**config.mk**
```make
export PLATFORM = sky130hd
export DESIGN_NAME = seq_checker_lut
export DESIGN_NICKNAME = d
export VERILOG_FILES = /design/src/rtl/seq_checker_pkg.sv /design/src/rtl/seq_checker_lut.sv
export SDC_FILE = /design/constraint.sdc
export NUM_CORES = 1
export LEC_CHECK = 0
export CAP_MARGIN = 40
export CORE_AREA = 2 2 39 41
export DETAILED_ROUTE_END_ITERATION = 7
export DIE_AREA = 0 0 41 43
export PLACE_DENSITY_LB_ADDON = 0.08
export SYNTH_ARGS = -nofsm -noshare
export SYNTH_HDL_FRONTEND = slang
export SYNTH_SLANG_ARGS = --single-unit
export TNS_END_PERCENT = 10
```
**constraint.sdc**
```tcl
create_clock -name vclk -period 3
set_input_delay 0.75 -clock vclk [all_inputs]
set_output_delay 0.75 -clock vclk [all_outputs]
set_load 0.005 [all_outputs]
```
**src/rtl/seq_checker_pkg.sv**
```systemverilog
// Shared constants for the sequence checker: the legal counter cycle,
// tracker states and the position-advance helper.
package seq_checker_pkg;

    localparam int SEQ_LEN = 10;

    localparam logic [3:0] SEQ [0:SEQ_LEN-1] = '{
        4'd8, 4'd2, 4'd11, 4'd7, 4'd14,
        4'd1, 4'd4, 4'd8,  4'd4, 4'd15
    };

    typedef enum logic {
        SEARCH,
        LOCKED
    } state_t;

    function automatic logic [3:0] next_idx(input logic [3:0] i);
        return (i == 4'(SEQ_LEN - 1)) ? 4'd0 : i + 4'd1;
    endfunction

endpackage

```
**src/rtl/seq_checker_lut.sv**
```systemverilog
// Combinational lookups: adjacent-pair to position, and position to
// sequence value.
module seq_checker_lut
    import seq_checker_pkg::*;
(
    input  logic [3:0] i_prev,
    input  logic [3:0] i_d,
    input  logic [3:0] i_idx,
    output logic       o_pair_ok,
    output logic [3:0] o_pair_idx,
    output logic [3:0] o_seq_val
);

    // A pair is legal when i_prev sits just before i_d in the cycle;
    // pairs are unique, so at most one k matches.
    always_comb begin
        o_pair_ok  = 1'b0;
        o_pair_idx = 4'd0;
        for (int k = 0; k < SEQ_LEN; k++) begin
            if (SEQ[(k + SEQ_LEN - 1) % SEQ_LEN] == i_prev &&
                SEQ[k] == i_d) begin
                o_pair_ok  = 1'b1;
                o_pair_idx = 4'(k);
            end
        end
    end

    always_comb begin
        o_seq_val = 4'd0;
        if (i_idx < 4'(SEQ_LEN)) o_seq_val = SEQ[i_idx];
    end

endmodule

```
==> results of run 1 <==
cell families (layout without fill, tap and decap cells):
| kind of cell | after synthesis | in the layout | share of synthesized area, % |
|---|---|---|---|
| multiplexers | 1 | 1 | 2.25 |
| AO/OA/AOI/OAI | 18 | 18 | 26.1 |
| AND/OR/NAND/NOR | 33 | 33 | 45.2 |
| adder cells (fa/ha/maj) | 5 | 5 | 14.0 |
| buffers and inverters | 8 | 47 | 12.4 |
cell type report:
class	count	area, um2
multi-input combinational	57	412
inverter	3	11.3
tap	16	20.0
timing repair buffer	44	373
fill	138	568
cell usage in the layout (no fill, tap or decap), drive strengths merged, types with 2 or more instances in the layout:
cell           instances
nand2b                 3
o21ai                  9
inv                    3
a22o                   2
nor4                   3
nor2                   5
dlymetal6s2s           3
dlygate4sd2           12
clkdlybuf4s50          4
and3                   2
buf                   24
nor3                   3
nand3                  2
nand2                  4
ha                     5
worst paths after layout:
check | to | cells past startpoint
worst max-delay path | o_pair_idx[2] | 6
worst min-delay path | o_pair_idx[1] | 4
power groups by stage:
stage / clock network, mW / logic [mW] / registers, mW
floorplan: 0 / 0.0351 / 0
global placement: 0 / 0.0885 / 0
detailed placement: 0 / 0.0889 / 0
CTS: 0 / 0.0832 / 0
global route: 0 / 0.0934 / 0
finish: 0 / 0.0850 / 0
what timing repair did:
item                                   CTS  global route
pin swaps                                2             0
setup buffers                            0             0
setup endpoints to repair                9             3
endpoints found under the hold margin    0             0
gates resized for setup                 18             8
routing by layer:
| layer | wire (um) | vias up | track usage (%) |
|---|---|---|---|
| li1 | - | 324 | - |
| met1 | 618 | 290 | 23.7 |
| met2 | 754 | 10 | 33.8 |
| met3 | 53 | 0 | 0.524 |
| met4 | 0 | 0 | 0 |
| met5 | 0 | - | 0 |
through the flow:
stage	hold slack (ns)	area [um2]	utilization, %	total power, mW
5_1_grt	2.23	816	59.0	0.0934
3_5_place_dp	2.60	805	58.1	0.0889
2_1_floorplan	1.58	445	-	0.0351
3_3_place_gp	2.61	805	58.1	0.0885
6_report	2.19	816	59.0	0.0850
4_1_cts	2.23	792	57.2	0.0832
critical path, cell delays in order:
cell             delay (ns)
dlygate4sd2_1          0.30
or2_1                  0.26
nor4_1                 0.26
o21ai_1                0.12
nand2_1                0.07
clkdlybuf4s50_1        0.49
==> metrics.txt, run 1 <==
first drt pass iteration count 1; GP Congestion 0.753; sequential standard cell area 0 um2; Port Buffers 21; Setup TNS Final -0.0172 ns; Max-Cap Viols 0; leading area contributor after synthesis ha_1; Max Fclk 331 MHz; GRT Total Usage 18.4%; vias in the first global route slightly above 600; Net Sw Frac 44.3%; Antenna Nets Post-Route 0; Worst Tran Pin Value 0.311 ns; FF+latch count 0; Period minus WS final 3.02 ns; most frequent cell after synthesis o21ai_0; Worst Path Max Fanout 7; Comb pwr share 100.0%; initial antenna violation count 0; diodes inserted 0; # setup viols final 1; startpoint of the worst hold path i_d[0]; Power Density 104 nW/um2; routed len/inst 11.9 um; RSZ-0062 raised after global routing true; Max VDD drop 0.0583 mV; Initial DRC Count 0; Final WS setup -0.0172 ns; pre-CTS setup slack -0.366 ns; sequential area share after synthesis 0%; area of the core 1380 um2; Overflow after GRT 0; worst min-delay path class primary input to primary output; final cell count without fillers 120; startpoint types primary input; Initial Util 32.2%; Die X ~41 um; Period Utilization, post-route 101%; post-layout net count 123; crit path kind primary input to primary output; Worst EP required 2.25 ns; pin count of the biggest net entering global routing 10; status finished, violations left; full die area 1760 um2; I/O pin count 21; Die Ht about 43 um; Leak 0.420 nW; Worst Setup End Kind primary output; Net Sw Power 0.0376 mW; Mapped Area 445 um2; failing checks setup timing; largest cells by area after synthesis ha_1 (14%), o21ai_0 (7.9%), buf_6 (7.6%); P_int 0.0474 mW; DR vias 624; DP HPWL between 1000 and 1500 um; Yosys warning count 0; clock network power share 0%; P&R area growth vs syn 83.1%; Reg power frac 0%; Syn Nets between 80 and 90; Synth Instances 65; drc violations 0; top-area cell type share of the netlist area 14.0%; clkbuf count 0; relative slew slack 79.3%; Arrival @ worst endpoint ~2.3 ns; global-route wire length before repair 2460 um; vias per inst between 5 and 6; Post-synth top cells o21ai_0 (7), ha_1 (5), nor2_1 (5), nand2_1 (4); Final Max Tran Viols 0; post-cts hold buffer count 0; layout cells sized above 1 between 20% and 30%; worst setup path start i_d[2]; Avg Inst Size Synth a little under 7 um2; FP Rows 14; dpl cells 120; synth unique cells 33; number of hold violations in the final report 0; Total Wirelength roughly 1400 um
Power figures use the tool's default switching activity.
==> inputs of run 2 (changes only) <==
CELL_PAD_IN_SITES_DETAIL_PLACEMENT = 2   (was not set)
CELL_PAD_IN_SITES_GLOBAL_PLACEMENT = 2   (was not set)
CORE_AREA = not set   (was 2 2 39 41)
CORE_UTILIZATION = 24   (was not set)
DIE_AREA = not set   (was 0 0 41 43)
==> run 2 against run 1 <==
The flow now finishes without violations. Cell count up 6.7%. Total power up 9.0%. Setup slack better by 0.12 ns. Sequential share of layout area stayed put. Critical path depth fell by 1. Combinational power rose by 9.1%. Sequential cell count did not move. Core utilization decreased by 10 points. Die area is 15% higher. Wire length grew 42%. Fmax increased by 4.1%. Largest cell class unchanged.
==> metrics.txt, run 2 (synthesized netlist as in run 1, its figures left out) <==
status finished, final reports clean; DR vias 659 (+5.6%); Net Sw Frac 47.6% (+3.4 points); Period minus WS final 2.90 ns (-0.119 ns); sequential standard cell area 0 um2 (unchanged); drc violations 0 (unchanged); cell breakdown of the critical path clkdlybuf4s50_1, inv_1, nor2_1, a22o_1, clkdlybuf4s50_1; I/O pin count 21 (unchanged); startpoint types primary input; crit path kind primary input to primary output; P_int 0.0485 mW (+2.4%); Overflow after GRT 0 (unchanged); commonest cells after routing, fill and taps aside buf_4 (21), dlygate4sd2_1 (10); Die X 45.1 um (+10%); Max-Cap Viols 0 (unchanged); cell mode on critical path clkdlybuf4s50_1; clkbuf count 0 (unchanged); Antenna Nets Post-Route 0 (unchanged); Die Ht 45.1 um (+4.8%); Port Buffers 21 (unchanged); Initial DRC Count 4 (+4); Comb pwr share 100.0% (about the same); Final Max Tran Viols 0 (unchanged); clock network power share 0% (unchanged); first drt pass iteration count 4 (+3); final hold slack 2.11 ns (-0.0778 ns); diodes inserted 0 (unchanged); relative slew slack 81.7% (+2.4 points); Initial Util 25.8% (-6.4 points); Arrival @ worst endpoint 2.15 ns (-0.12 ns); Max Fclk 345 MHz (+4.1%); Setup TNS Final 0 ns (+0.0172 ns); Placed Area 808 um2 (+0.47%); vias per inst 5.15 (-0.99%); Worst Setup End Kind primary output; commonest non-fill, non-tap cell in the layout buf_4; area of the multi-input gates 429 um2 (+4.3%); Worst Hold End o_pair_idx[1]; postcts setup bufs 0 (unchanged); startpoint of the worst hold path i_d[2]; DP HPWL 1590 um (+35%); WHS Path Cells 4 (unchanged); Leak 0.445 nW (+6.0%); number of hold violations in the final report 0 (unchanged); GRT Total Usage 21.2% (+2.9 points); full die area 2030 um2 (+15%); pin count of the biggest net entering global routing 10 (unchanged); vias in the first global route 673 (+11%); routed len/inst 15.8 um (+33%); Power Density 110 nW/um2 (+5.6%); post-layout net count 122 (-0.81%); area of the core 1730 um2 (+25%); Reg power frac 0% (unchanged); P&R area growth vs syn 89.0%; initial antenna violation count 0 (unchanged); FF+latch count 0 (unchanged); Worst EP required 2.25 ns (about the same); layout cells sized above 1 34.0% (+4.2 points); FP Rows 15 (+1); Net Sw Power 0.0442 mW (+17%); Worst Tran Pin Value 0.270 ns (-0.0404 ns); CP max-delay cell clkdlybuf4s50_1; Max VDD drop 0.0561 mV (-3.8%); Final Cell Area 842 um2 (+3.2%); Design Power 0.0927 mW (+9.0%); GP Congestion 0.830 (+10%); Period Utilization, post-route 96.6% (-4.0 points); FILL cells 196 (+42%); Worst Path Max Fanout 3 (-4); Total Wirelength 2020 um (+42%); Max stage delay on crit path 0.49 ns (about the same); worst min-delay path class primary input to primary output; global-route wire length before repair 3220 um (+31%); # setup viols final 0 (-1)
==> run 2: worst max path at each step <==
stage | startpoint | end | slack [ns] | cells past startpoint
after floorplan | i_prev[1] | o_pair_idx[0] | 0.62 | 5
after global placement | i_prev[0] | o_pair_idx[0] | -0.39 | 6
after detailed placement | i_d[2] | o_pair_ok | -0.48 | 6
after CTS | i_idx[0] | o_seq_val[3] | -0.11 | 6
after global routing | i_idx[2] | o_seq_val[0] | -0.003 | 5
final | i_idx[2] | o_seq_val[0] | 0.10 | 5
==> run 2: power groups by stage <==
stage / Clock [mW] / Sequential, mW / Combinational (mW)
after CTS: 0 / 0 / 0.0908
after detailed placement: 0 / 0 / 0.0924
final: 0 / 0 / 0.0927
after global placement: 0 / 0 / 0.0889
after floorplan: 0 / 0 / 0.0351
after global routing: 0 / 0 / 0.101
==> run 2: worst max-delay path: cells and delay by family <==
kind	cells	cell delay, ns
buffers and inverters	3	1.02
AO/OA/AOI/OAI	1	0.17
AND/OR/NAND/NOR	1	0.20
==> run 2: metrics by stage <==
stage          std cells  utilization (%)  setup WS (ns)
2_1_floorplan         65                -          0.622
3_3_place_gp         128             46.8         -0.385
3_5_place_dp         128             46.8         -0.481
4_1_cts              128             47.8         -0.106
5_1_grt              128             48.8       -0.00343
6_report             128             48.8          0.102
==> run 2: layout make-up <==
| class | count | area share, % |
|---|---|---|
| multi-input cells | 57 | 51.0 |
| repair buffers | 43 | 44.0 |
| well taps | 25 | 3.71 |
| inverters | 3 | 1.34 |
==> run 2: what timing repair did <==
action,in CTS,in global routing
gates resized for setup,23,12
endpoints found under the setup margin,9,6
hold buffers,0,0
pin swaps,2,2
==> run 2: routing by layer <==
metal	up-vias	routed length, um	GRT usage, %
li1	323	-	-
met1	322	818	25.3
met2	14	1170	44.1
met3	0	33	0
met4	0	0	0
met5	-	0	0
==> inputs of run 3 (changes only) <==
TNS_END_PERCENT = 50   (was 10)
==> run 3 against run 2 <==
The flow now finishes with violations (setup timing). Non-clock buffer count increased by 4. Sequential cell count stayed put. Combinational power up 12%. Wire length increased by 36%. Total power rose by 12%. Critical path type unchanged. Largest cell class unchanged. Highest routed layer is now met4.
==> metrics.txt, run 3 (synthesized netlist as in run 1, its figures left out) <==
Net Sw Frac 49.8% (+2.1 points); I/O pin count 21 (unchanged); Reg power frac 0% (unchanged); Worst Tran Pin Value 0.385 ns (+0.115 ns); Period minus WS final 3.04 ns (+0.145 ns); Worst EP required 2.25 ns (about the same); worst min-delay path class primary input to primary output; Max-Cap Viols 0 (unchanged); final hold slack 2.17 ns (+0.0594 ns); RSZ-0062 raised after global routing true; FP Rows 15 (unchanged); pin count of the biggest net entering global routing 10 (unchanged); vias in the first global route 717 (+6.5%); FILL cells 202 (+3.1%); Max VDD drop 0.0591 mV (+5.4%); GRT Total Usage 23.7% (+2.5 points); Worst Hold End o_seq_val[0]; Final Max Tran Viols 0 (unchanged); Setup TNS Final -0.0428 ns (-0.0428 ns); delay-heaviest family, CP buffers and inverters; Arrival @ worst endpoint 2.29 ns (+0.14 ns); Die X 45.1 um (unchanged); Final Util 52.4% (+3.6 points); Net Sw Power 0.0519 mW (+18%); layout cells sized above 1 41.1% (+7.1 points); Die Ht 45.1 um (unchanged); commonest non-fill, non-tap cell in the layout buf_4; WHS Path Cells 4 (unchanged); GP Congestion 0.830 (unchanged); DP HPWL 1590 um (unchanged); pre-CTS setup slack -0.481 ns (unchanged); routed len/inst 20.9 um (+32%); cell breakdown of the critical path clkdlybuf4s15_2, or2_1, nor4_2, o21ai_2, nand2_1, clkdlybuf4s50_1; relative slew slack 74.1% (-7.6 points); clkbuf count 0 (unchanged); status finished, violations left; global-route wire length before repair 3520 um (+9.2%); sequential standard cell area 0 um2 (unchanged); Port Buffers 21 (unchanged); first drt pass iteration count 4 (unchanged); P&R area growth vs syn 103%; full die area 2030 um2 (unchanged); Max Fclk 329 MHz (-4.8%); # setup viols final 1 (+1); DR vias 688 (+4.4%); startpoint of the worst hold path i_idx[3]; Final WS setup -0.0428 ns (-0.145 ns); failing checks setup timing; clock network power share 0% (unchanged); Comb pwr share 100.0% (about the same); CP max-delay cell clkdlybuf4s50_1; Worst Path Max Fanout 9 (+6); P_int 0.0524 mW (+7.9%); commonest cells after routing, fill and taps aside buf_4 (24), dlygate4sd2_1 (9); Initial Util 25.8% (unchanged); Leak 0.462 nW (+3.9%); Initial DRC Count 20 (+16); Total Wirelength 2760 um (+36%); Power Density 115 nW/um2 (+4.7%); Max stage delay on crit path 0.49 ns (about the same); Period Utilization, post-route 101% (+4.8 points); diodes inserted 0 (unchanged); post-cts hold buffer count 0 (unchanged); crit path kind primary input to primary output; worst path bufs/invs 2 (-1); post-layout net count 126 (+3.3%); Overflow after GRT 0 (unchanged); initial antenna violation count 0 (unchanged); Worst Setup End Kind primary output; startpoint types primary input; number of hold violations in the final report 0 (unchanged); FF+latch count 0 (unchanged); drc violations 0 (unchanged); area of the core 1730 um2 (unchanged); vias per inst 5.21 (+1.2%); Antenna Nets Post-Route 0 (unchanged)
[run 3: worst min-delay path: stages]
cell and delay, ns:
dlymetal6s2s_1 0.21, o21ai_0 0.19, a22o_1 0.13, dlymetal6s2s_1 0.15
[run 3: worst max path at each step]
stage,startpoint,endpoint,slack [ns],cells after the start
2_1_floorplan,i_prev[1],o_pair_idx[0],0.62,5
3_3_place_gp,i_prev[0],o_pair_idx[0],-0.39,6
3_5_place_dp,i_d[2],o_pair_ok,-0.48,6
4_1_cts,i_idx[0],o_seq_val[3],-0.11,6
5_1_grt,i_d[2],o_pair_idx[2],-0.11,6
6_report,i_d[2],o_pair_idx[2],-0.04,6
[run 3: metal layers]
metal | part of all wire, % | global-route usage, % | wire length (um)
met1 | 46 | 28.4 | 1260
met2 | 51 | 46.7 | 1400
met5 | 0 | 0 | 0
met4 | 0.83 | 3.64 | 23
met3 | 2.6 | 0.800 | 71
[run 3: cell type report]
cell class | count | area [um2] | area share (%)
Inverter | 3 | 11.3 | 1.24
Tap cell | 25 | 31.3 | 3.46
Timing Repair Buffer | 47 | 413 | 45.6
Multi-Input combinational cell | 57 | 449 | 49.7
[run 3: timing repair]
action / 4_1_cts / 5_1_grt
setup buffers: 4 / 0
pin swaps: 4 / 1
resized for setup: 29 / 14
endpoints found under the hold margin: 0 / 0
setup endpoints to repair: 9 / 7
[run 3: stage by stage]
stage / cell area (um2) / power, mW / std cells
after floorplan: 445 / 0.0351 / 65
after global placement: 808 / 0.0889 / 128
final: 905 / 0.104 / 132
after CTS: 865 / 0.0944 / 132
after detailed placement: 808 / 0.0924 / 128
after global routing: 905 / 0.110 / 132
[run 3: power by group through the flow]
stage / combinational (mW) / sequential, mW / clock, mW
floorplan: 0.0351 / 0 / 0
global placement: 0.0889 / 0 / 0
detailed placement: 0.0924 / 0 / 0
CTS: 0.0944 / 0 / 0
global route: 0.110 / 0 / 0
finish: 0.104 / 0 / 0
